==> src/rtl/ecc_gf7_pkg.sv <==
// ---------------------------------------------------------------------------
// ecc_gf7_pkg
//   Shared definitions for the GF(2^7) ECC point arithmetic blocks:
//   field size, reduction polynomial, curve coefficient a, the point
//   subtractor FSM state encoding and operand case classification, plus
//   reduction and squaring helpers. Squaring is purely linear, so it does
//   not need the shared multiplier.
// ---------------------------------------------------------------------------
package ecc_gf7_pkg;

  localparam int         M        = 7;
  localparam logic [M:0] POLY     = 8'h83;        // x^7 + x + 1
  localparam logic [M-1:0] CURVE_A = 7'h01;       // y^2 + xy = x^3 + a*x^2 + b

  // The inverse is computed as d^126: five square-and-multiply steps
  // followed by one plain squaring, so the counter runs 0..5.
  localparam logic [2:0] INV_LAST = 3'd5;

  typedef enum logic [2:0] {
    S_IDLE,
    S_INV,
    S_SLOPE,
    S_X3,
    S_Y3,
    S_DONE
  } state_e;

  typedef enum logic [2:0] {
    C_ADD,
    C_DBL,
    C_ZERO,
    C_P1INF,
    C_P2INF
  } case_e;

  // Reduce a raw 13-bit polynomial product modulo POLY, top bit first.
  function automatic logic [M-1:0] gf_reduce(input logic [2*M-2:0] p);
    logic [2*M-2:0] t;
    t = p;
    for (int i = 2*M-2; i >= M; i--) begin
      if (t[i]) t = t ^ ({{(M-2){1'b0}}, POLY} << (i - M));
    end
    return t[M-1:0];
  endfunction

  // Squaring in characteristic 2 just spreads the bits to even positions.
  function automatic logic [M-1:0] gf_sq(input logic [M-1:0] a);
    logic [2*M-2:0] s;
    s = '0;
    for (int i = 0; i < M; i++) s[2*i] = a[i];
    return gf_reduce(s);
  endfunction

endpackage

==> src/rtl/mastrovito7.sv <==
// ---------------------------------------------------------------------------
// mastrovito7
//   Bit-parallel combinational GF(2^7) multiplier, p = a * b mod POLY.
//   Ports:
//     a_i  [6:0]  multiplicand
//     b_i  [6:0]  multiplier
//     p_o  [6:0]  reduced product
// ---------------------------------------------------------------------------
module mastrovito7
  import ecc_gf7_pkg::*;
(
  input  logic [M-1:0] a_i,
  input  logic [M-1:0] b_i,
  output logic [M-1:0] p_o
);

  logic [2*M-2:0] prod;

  // NOTE: every variable assigned in always_comb gets a value before any
  // conditional update, otherwise synthesis infers a latch.
  always_comb begin
    prod = '0;
    for (int i = 0; i < M; i++) begin
      if (b_i[i]) prod = prod ^ ({{(M-1){1'b0}}, a_i} << i);
    end
    p_o = gf_reduce(prod);
  end

endmodule

==> src/rtl/point_subtractor.sv <==
// ---------------------------------------------------------------------------
// point_subtractor
//   Sequential ECC point subtraction over GF(2^7), diff = P1 + (-P2) with
//   -(x,y) = (x, x^y), on y^2 + xy = x^3 + x^2 + b. Infinity operands,
//   P1 == P2 and P1 == -P2 (doubling) are all handled. Every request takes
//   the same schedule (IDLE -> INV x6 -> SLOPE -> X3 -> Y3 -> DONE), and
//   done rises on the 10th rising edge after the accepting edge.
//   Ports:
//     clk       rising-edge clock
//     rst_n     asynchronous active-low reset
//     start     request, sampled only in IDLE
//     point1    P1 = {y1, x1}
//     point2    P2 = {y2, x2}
//     p1_inf    P1 is the point at infinity
//     p2_inf    P2 is the point at infinity
//     busy      operation in progress
//     done      one-cycle pulse, result valid from this cycle
//     diff      result {y3, x3}, 0 when diff_inf is set
//     diff_inf  result is the point at infinity
// ---------------------------------------------------------------------------
module point_subtractor
  import ecc_gf7_pkg::*;
(
  input  logic           clk,
  input  logic           rst_n,
  input  logic           start,
  input  logic [2*M-1:0] point1,
  input  logic [2*M-1:0] point2,
  input  logic           p1_inf,
  input  logic           p2_inf,
  output logic           busy,
  output logic           done,
  output logic [2*M-1:0] diff,
  output logic           diff_inf
);

  // Control and operand registers.
  state_e         state_q, state_d;
  logic [2:0]     cnt_q, cnt_d;
  case_e          kind_q, kind_d;
  logic           p1_inf_q, p1_inf_d;
  logic [M-1:0]   x1_q, x1_d, y1_q, y1_d;
  logic [M-1:0]   x2_q, x2_d, qy_q, qy_d;    // Q = -P2 = (x2, x2^y2)
  logic [M-1:0]   d_q, d_d, n_q, n_d;        // slope denominator / numerator

  // Datapath registers.
  logic [M-1:0]   r_q, r_d, lam_q, lam_d, x3_q, x3_d, y3_q, y3_d;

  // Output registers.
  logic [2*M-1:0] diff_q, diff_d;
  logic           diff_inf_q, diff_inf_d;
  logic           done_q, done_d;

  // Operand view of the request inputs.
  logic [M-1:0]   in_x1, in_y1, in_x2, in_y2, in_qy;
  case_e          in_kind;

  // Shared multiplier operands.
  logic [M-1:0]   mul_a, mul_b, mul_p;

  mastrovito7 u_mult (
    .a_i (mul_a),
    .b_i (mul_b),
    .p_o (mul_p)
  );

  assign in_x1 = point1[M-1:0];
  assign in_y1 = point1[2*M-1:M];
  assign in_x2 = point2[M-1:0];
  assign in_y2 = point2[2*M-1:M];
  assign in_qy = in_x2 ^ in_y2;

  // Case priority: infinity operands first, then equal / negated x match.
  always_comb begin
    if (p2_inf)                                     in_kind = C_P2INF;
    else if (p1_inf)                                in_kind = C_P1INF;
    else if (in_x1 == in_x2 && in_y1 == in_y2)      in_kind = C_ZERO;
    else if (in_x1 == in_x2 && in_y1 == in_qy)      in_kind = C_DBL;
    else                                            in_kind = C_ADD;
  end

  always_comb begin
    state_d    = state_q;
    cnt_d      = cnt_q;
    kind_d     = kind_q;
    p1_inf_d   = p1_inf_q;
    x1_d       = x1_q;
    y1_d       = y1_q;
    x2_d       = x2_q;
    qy_d       = qy_q;
    d_d        = d_q;
    n_d        = n_q;
    r_d        = r_q;
    lam_d      = lam_q;
    x3_d       = x3_q;
    y3_d       = y3_q;
    diff_d     = diff_q;
    diff_inf_d = diff_inf_q;
    done_d     = 1'b0;
    mul_a      = gf_sq(r_q);
    mul_b      = d_q;

    unique case (state_q)
      S_IDLE: begin
        if (start) begin
          state_d  = S_INV;
          cnt_d    = '0;
          kind_d   = in_kind;
          p1_inf_d = p1_inf;
          x1_d     = in_x1;
          y1_d     = in_y1;
          x2_d     = in_x2;
          qy_d     = in_qy;
          d_d      = (in_kind == C_ADD) ? (in_x1 ^ in_x2) : in_x1;
          n_d      = (in_kind == C_ADD) ? (in_y1 ^ in_qy) : in_y1;
          r_d      = (in_kind == C_ADD) ? (in_x1 ^ in_x2) : in_x1;
        end
      end

      // r runs through d^3, d^7, d^15, d^31, d^63 and finally d^126 = 1/d.
      S_INV: begin
        if (cnt_q == INV_LAST) begin
          r_d     = gf_sq(r_q);
          state_d = S_SLOPE;
        end else begin
          r_d   = mul_p;
          cnt_d = cnt_q + 3'd1;
        end
      end

      // ADD: lam = n/d. Doubling: lam = x1 + y1/x1 (n = y1 there).
      S_SLOPE: begin
        mul_a   = r_q;
        mul_b   = n_q;
        lam_d   = mul_p ^ ((kind_q == C_ADD) ? '0 : x1_q);
        state_d = S_X3;
      end

      // x1 ^ x2 vanishes for doubling, so one form covers both cases.
      S_X3: begin
        x3_d    = gf_sq(lam_q) ^ lam_q ^ x1_q ^ x2_q ^ CURVE_A;
        state_d = S_Y3;
      end

      S_Y3: begin
        mul_a   = lam_q;
        mul_b   = x1_q ^ x3_q;
        y3_d    = mul_p ^ x3_q ^ y1_q;
        state_d = S_DONE;
      end

      // Special cases ran the full schedule; their result is chosen here.
      S_DONE: begin
        state_d = S_IDLE;
        done_d  = 1'b1;
        unique case (kind_q)
          C_P2INF: begin
            diff_d     = p1_inf_q ? '0 : {y1_q, x1_q};
            diff_inf_d = p1_inf_q;
          end
          C_P1INF: begin
            diff_d     = {qy_q, x2_q};
            diff_inf_d = 1'b0;
          end
          C_ZERO: begin
            diff_d     = '0;
            diff_inf_d = 1'b1;
          end
          C_DBL: begin
            diff_d     = (x1_q == '0) ? '0 : {y3_q, x3_q};
            diff_inf_d = (x1_q == '0);
          end
          default: begin
            diff_d     = {y3_q, x3_q};
            diff_inf_d = 1'b0;
          end
        endcase
      end

      default: state_d = S_IDLE;
    endcase
  end

  // NOTE: sequential state is updated with non-blocking assignments so all
  // registers see the pre-edge values of each other.
  always_ff @(posedge clk or negedge rst_n) begin
    if (!rst_n) begin
      state_q    <= S_IDLE;
      cnt_q      <= '0;
      kind_q     <= C_ADD;
      p1_inf_q   <= 1'b0;
      x1_q       <= '0;
      y1_q       <= '0;
      x2_q       <= '0;
      qy_q       <= '0;
      d_q        <= '0;
      n_q        <= '0;
      r_q        <= '0;
      lam_q      <= '0;
      x3_q       <= '0;
      y3_q       <= '0;
      diff_q     <= '0;
      diff_inf_q <= 1'b0;
      done_q     <= 1'b0;
    end else begin
      state_q    <= state_d;
      cnt_q      <= cnt_d;
      kind_q     <= kind_d;
      p1_inf_q   <= p1_inf_d;
      x1_q       <= x1_d;
      y1_q       <= y1_d;
      x2_q       <= x2_d;
      qy_q       <= qy_d;
      d_q        <= d_d;
      n_q        <= n_d;
      r_q        <= r_d;
      lam_q      <= lam_d;
      x3_q       <= x3_d;
      y3_q       <= y3_d;
      diff_q     <= diff_d;
      diff_inf_q <= diff_inf_d;
      done_q     <= done_d;
    end
  end

  assign busy     = (state_q != S_IDLE);
  assign done     = done_q;
  assign diff     = diff_q;
  assign diff_inf = diff_inf_q;

endmodule

==> config.mk <==
export PLATFORM = sky130hd
export DESIGN_NAME = point_subtractor
export DESIGN_NICKNAME = d
export VERILOG_FILES = /design/src/rtl/ecc_gf7_pkg.sv /design/src/rtl/mastrovito7.sv /design/src/rtl/point_subtractor.sv
export SDC_FILE = /design/constraint.sdc
export NUM_CORES = 1
export LEC_CHECK = 0
export ABC_CLOCK_PERIOD_IN_PS = 2900
export BUFFER_PORTS_ARGS = -buffer_cell sky130_fd_sc_hd__buf_4
export CORE_MARGIN = 2
export CORE_UTILIZATION = 55
export DETAILED_ROUTE_END_ITERATION = 16
export HOLD_SLACK_MARGIN = 0.1
export PLACE_DENSITY = 0.74
export SETUP_SLACK_MARGIN = 0.05
export SYNTH_ARGS = -nofsm -noshare
export SYNTH_HDL_FRONTEND = slang
export SYNTH_SLANG_ARGS = --single-unit
==> constraint.sdc <==
create_clock -name clk -period 2.9 [get_ports clk]
set_input_delay 0.29 -clock clk [delete_from_list [all_inputs] [get_ports clk]]
set_output_delay 0.29 -clock clk [all_outputs]
set_load 0.01 [all_outputs]
==> flow_results.org <==
** Outcome
- The run finished, with violations left.
- The checks that failed: setup timing.

** Synthesis
- Cells taking the most area after synthesis :: sky130_fd_sc_hd__dfrtp_1, sky130_fd_sc_hd__xnor2_1, sky130_fd_sc_hd__nand2_1
- Count of different cell masters after synthesis :: 64
- Net count after synthesis :: 768
- In this run, synthesis inferred 0 flip-flops with an integrated enable.
- Area share of the leading cell type in the synthesized netlist :: 37.94%
- The biggest area contributor in the post-synthesis netlist is sky130_fd_sc_hd__dfrtp_1.
- Warning count from the yosys run :: 0
- After synthesis the netlist holds a flip-flop and latch count of 96.
- Each instance of the synthesized netlist takes up on average 8.639 µm².
- Post-synthesis cell count :: 733
- Of all flip-flops after synthesis, the portion carrying an async set or reset was 100.0%.
- Proportion of synthesized chip area in sequential cells :: 37.94%
- Top FF cell, synth :: sky130_fd_sc_hd__dfrtp_1
- Synth Cell Area :: 6332 µm²

** Route
- Post-detailed-route DRC marker count :: 0
- Met2 wire length :: 8461 µm
- Routed wire length per instance :: 19.07 µm
- The first routing iteration left 540 violations.
- Vias :: 5656
- The final layout contains routed wiring with a total length of 18840 µm.
- Iteration count of the initial detailed-routing pass :: 5
- For this block, wires on met1 add up to 8742 µm.
- In the routed layout, each cell is associated on average with a via count of 5.725.
- Antenna-violating nets left :: 0
- DR WL met3 :: 1305 µm
- In this run the top signal layer used is met4.

** Layout
- Antenna cells :: 0
- From synthesis to final layout, the design area changed by 27.13%.
- Fin cells :: 988
- Number of nets in the layout :: 875
- Fraction of final layout cells with drive strength greater than 1 :: 26.15%

** Floorplanning
- The floorplan step defined a die boundary enclosing 12390 µm².
- The initialized floorplan defines 39 standard-cell rows.
- The die is 111.3 µm tall.
- Effective utilization at floorplan :: 55.94%
- Boundary Pins :: 50
- In this run the standard cell core region covers 11320 µm².
- The die is 111.3 µm wide.

** Placed design
- During placement, the flow inserted port buffers numbering 49.
- Once placement completed, the tool counted placed cells totaling 949.
- Routability-driven placement finished with a final weighted congestion of 0.9584.
- After legalization and detailed placement, the total HPWL measured 14310 µm.

** Clock network
- Clock-pin slew was measured on the worst setup and hold paths at 70 ps.
- Number of clock sinks :: 96
- Max clock buf depth :: 2
- Clock Root Buffer :: sky130_fd_sc_hd__clkbuf_16
- Clock tree from TritonCTS :: done
- Worst skew pair latency :: 350 ps
- Number of CTS-inserted buffers :: 9
- The clock tree synthesis step divided the H-tree into 3 levels.

** GRT
- For this run the aggregate overflow at the end of global routing stands at 0.
- The number of global-route vias before repair is 5425.
- Entering global routing, the biggest net connects 70 pins.
- Antenna violations before repair :: 0
- Tot GR Track Use :: 31.10%
- The first global-routing pass estimated 29730 µm of wire.

** Timing
- Transition time at the pin with the least slew margin :: 641.2 ps
- The final count of hold timing violations was 0.
- Final setup violating endpoints :: 5
- Final cycle utilization of the critical path :: 102.6%
- Subtracting the final worst setup slack from the clock period gives 2976 ps.
- Static timing analysis puts the maximum clock frequency at 0.3360 GHz.
- Unrepaired setup endpoints after global routing :: yes
- Worst slew margin :: 56.92%
- Worst setup margin :: -75.76 ps
- Number of max-slew violations in the final report :: 0
- Fin Clk Skew :: 8.285 ps

** Critical path
- For the worst setup path, the data arrival time is 3200 ps.
- Critical Path Start Type :: flop
- STA classifies the critical path endpoint as a flop.
- Peak fanout along the critical path :: 9
- Category of the most critical setup path :: reg -> reg
- Data on the critical path is required at its endpoint by 3120 ps.

** Min path
- The min-delay analysis places its worst path in the category in -> reg.

** Run
- Max-Cap Viols :: 0
==> cell usage in the layout (no fill, tap or decap), types with 8 or more instances in the layout <==
cell type / n
sky130_fd_sc_hd__clkbuf_16: 11
sky130_fd_sc_hd__a31oi_1: 15
sky130_fd_sc_hd__xnor2_2: 9
sky130_fd_sc_hd__nand3_1: 10
sky130_fd_sc_hd__dfrtp_1: 94
sky130_fd_sc_hd__nor2_1: 73
sky130_fd_sc_hd__xor2_1: 24
sky130_fd_sc_hd__o21ai_0: 49
sky130_fd_sc_hd__o21ai_1: 8
sky130_fd_sc_hd__a22oi_1: 17
sky130_fd_sc_hd__nand2_1: 154
sky130_fd_sc_hd__xnor2_1: 77
sky130_fd_sc_hd__buf_6: 11
sky130_fd_sc_hd__buf_4: 124
sky130_fd_sc_hd__inv_1: 13
==> cell type report <==
class / instances / area [µm²]
fillers: 902 / 3271
multi-input cells: 576 / 3916
clock inverters: 5 / 38.79
inverters: 13 / 48.80
flip-flops and latches: 96 / 2405
well taps: 143 / 178.9
clock buffers: 11 / 252.7
repair buffers: 144 / 1210
==> layer usage <==
metal	global-route usage, %	vias up
met4	8.066	0
met3	6.561	25
met5	0	-
li1	-	2686
met2	47.36	218
met1	45.72	2727
==> cells by family after synthesis <==
logic type | after synthesis | synth area share, %
AOI/OAI and AO/OA | 150 | 15.73
xor gates and xnor gates | 128 | 21.10
adders and majority gates | 2 | 0.3951
buffers and inverters | 61 | 4.366
DFF | 96 | 37.94
muxes | 5 | 0.8299
and+or+nand+nor | 291 | 19.64
==> metrics by stage <==
stage / setup TNS (ps) / cell area (µm²) / util [%] / hold WS [ps] / setup WS, ps
after detailed placement: -3453 / 7251 / 64.05 / 214.5 / -451.4
after CTS: -16.75 / 7802 / 68.92 / 167.1 / -8.456
after floorplan: 0 / 6355 / - / -5.591 / 65.48
after global routing: -1676 / 8050 / 71.11 / 196.2 / -166.2
after global placement: -2503 / 7251 / 64.05 / 213.4 / -394.1
final: -181.0 / 8050 / 71.11 / 181.6 / -75.76
==> critical path, cell delays in order (launching register included) <==
cell	delay, ps
sky130_fd_sc_hd__dfrtp_2	430
sky130_fd_sc_hd__buf_12	150
sky130_fd_sc_hd__nor3b_4	160
sky130_fd_sc_hd__buf_4	150
sky130_fd_sc_hd__buf_4	140
sky130_fd_sc_hd__a221o_1	420
sky130_fd_sc_hd__buf_4	170
sky130_fd_sc_hd__nand2_1	60
sky130_fd_sc_hd__xor2_1	200
sky130_fd_sc_hd__xnor3_2	370
sky130_fd_sc_hd__xnor2_4	310
sky130_fd_sc_hd__xor2_1	210
sky130_fd_sc_hd__o21ai_1	70
==> cell usage after synthesis (11+ instances only) <==
cell type and instances:
sky130_fd_sc_hd__a22oi_1 17, sky130_fd_sc_hd__a31oi_1 15, sky130_fd_sc_hd__clkbuf_1 29, sky130_fd_sc_hd__dfrtp_1 96, sky130_fd_sc_hd__inv_1 13, sky130_fd_sc_hd__nand2_1 160, sky130_fd_sc_hd__nor2_1 77, sky130_fd_sc_hd__o21ai_0 56
sky130_fd_sc_hd__xnor2_1 87, sky130_fd_sc_hd__xnor3_1 11, sky130_fd_sc_hd__xor2_1 26
==> worst paths after layout <==
path                             from  slack (ps)  depth (start not counted)         end
max in group asynchronous       rst_n        1830                          3     y1_q[2]
setup reg to reg           state_q[1]         -80                         12    lam_q[0]
setup / recovery           state_q[1]         -80                         12    lam_q[0]
min in group asynchronous       rst_n         380                          2  state_q[1]
hold reg to reg               y3_q[5]         490                          2     y3_q[5]
hold / removal              point1[3]         180                          3     x1_q[3]
==> repair_timing <==
action / 4_1_cts / 5_1_grt
setup endpoints to repair: 20 / 21
hold buffers: 1 / 0
endpoints found under the hold margin: 23 / 0
gates resized for setup: 44 / 33
setup buffers: 11 / 9
gates cloned: 0 / 2
pin swaps: 21 / 21
==> registers in the layout (all words and copies together), names as in the netlist, 3 cells and up <==
register	flops
kind_q	3
x1_q	7
y3_q	7
r_q	7
cnt_q	3
lam_q	7
n_q	7
state_q	3
x2_q	7
x3_q	7
d_q	7
y1_q	7
qy_q	7
diff	14
Power is not shown: default switching activity piles up to over one toggle a cycle in this logic, so the estimate is an artifact.
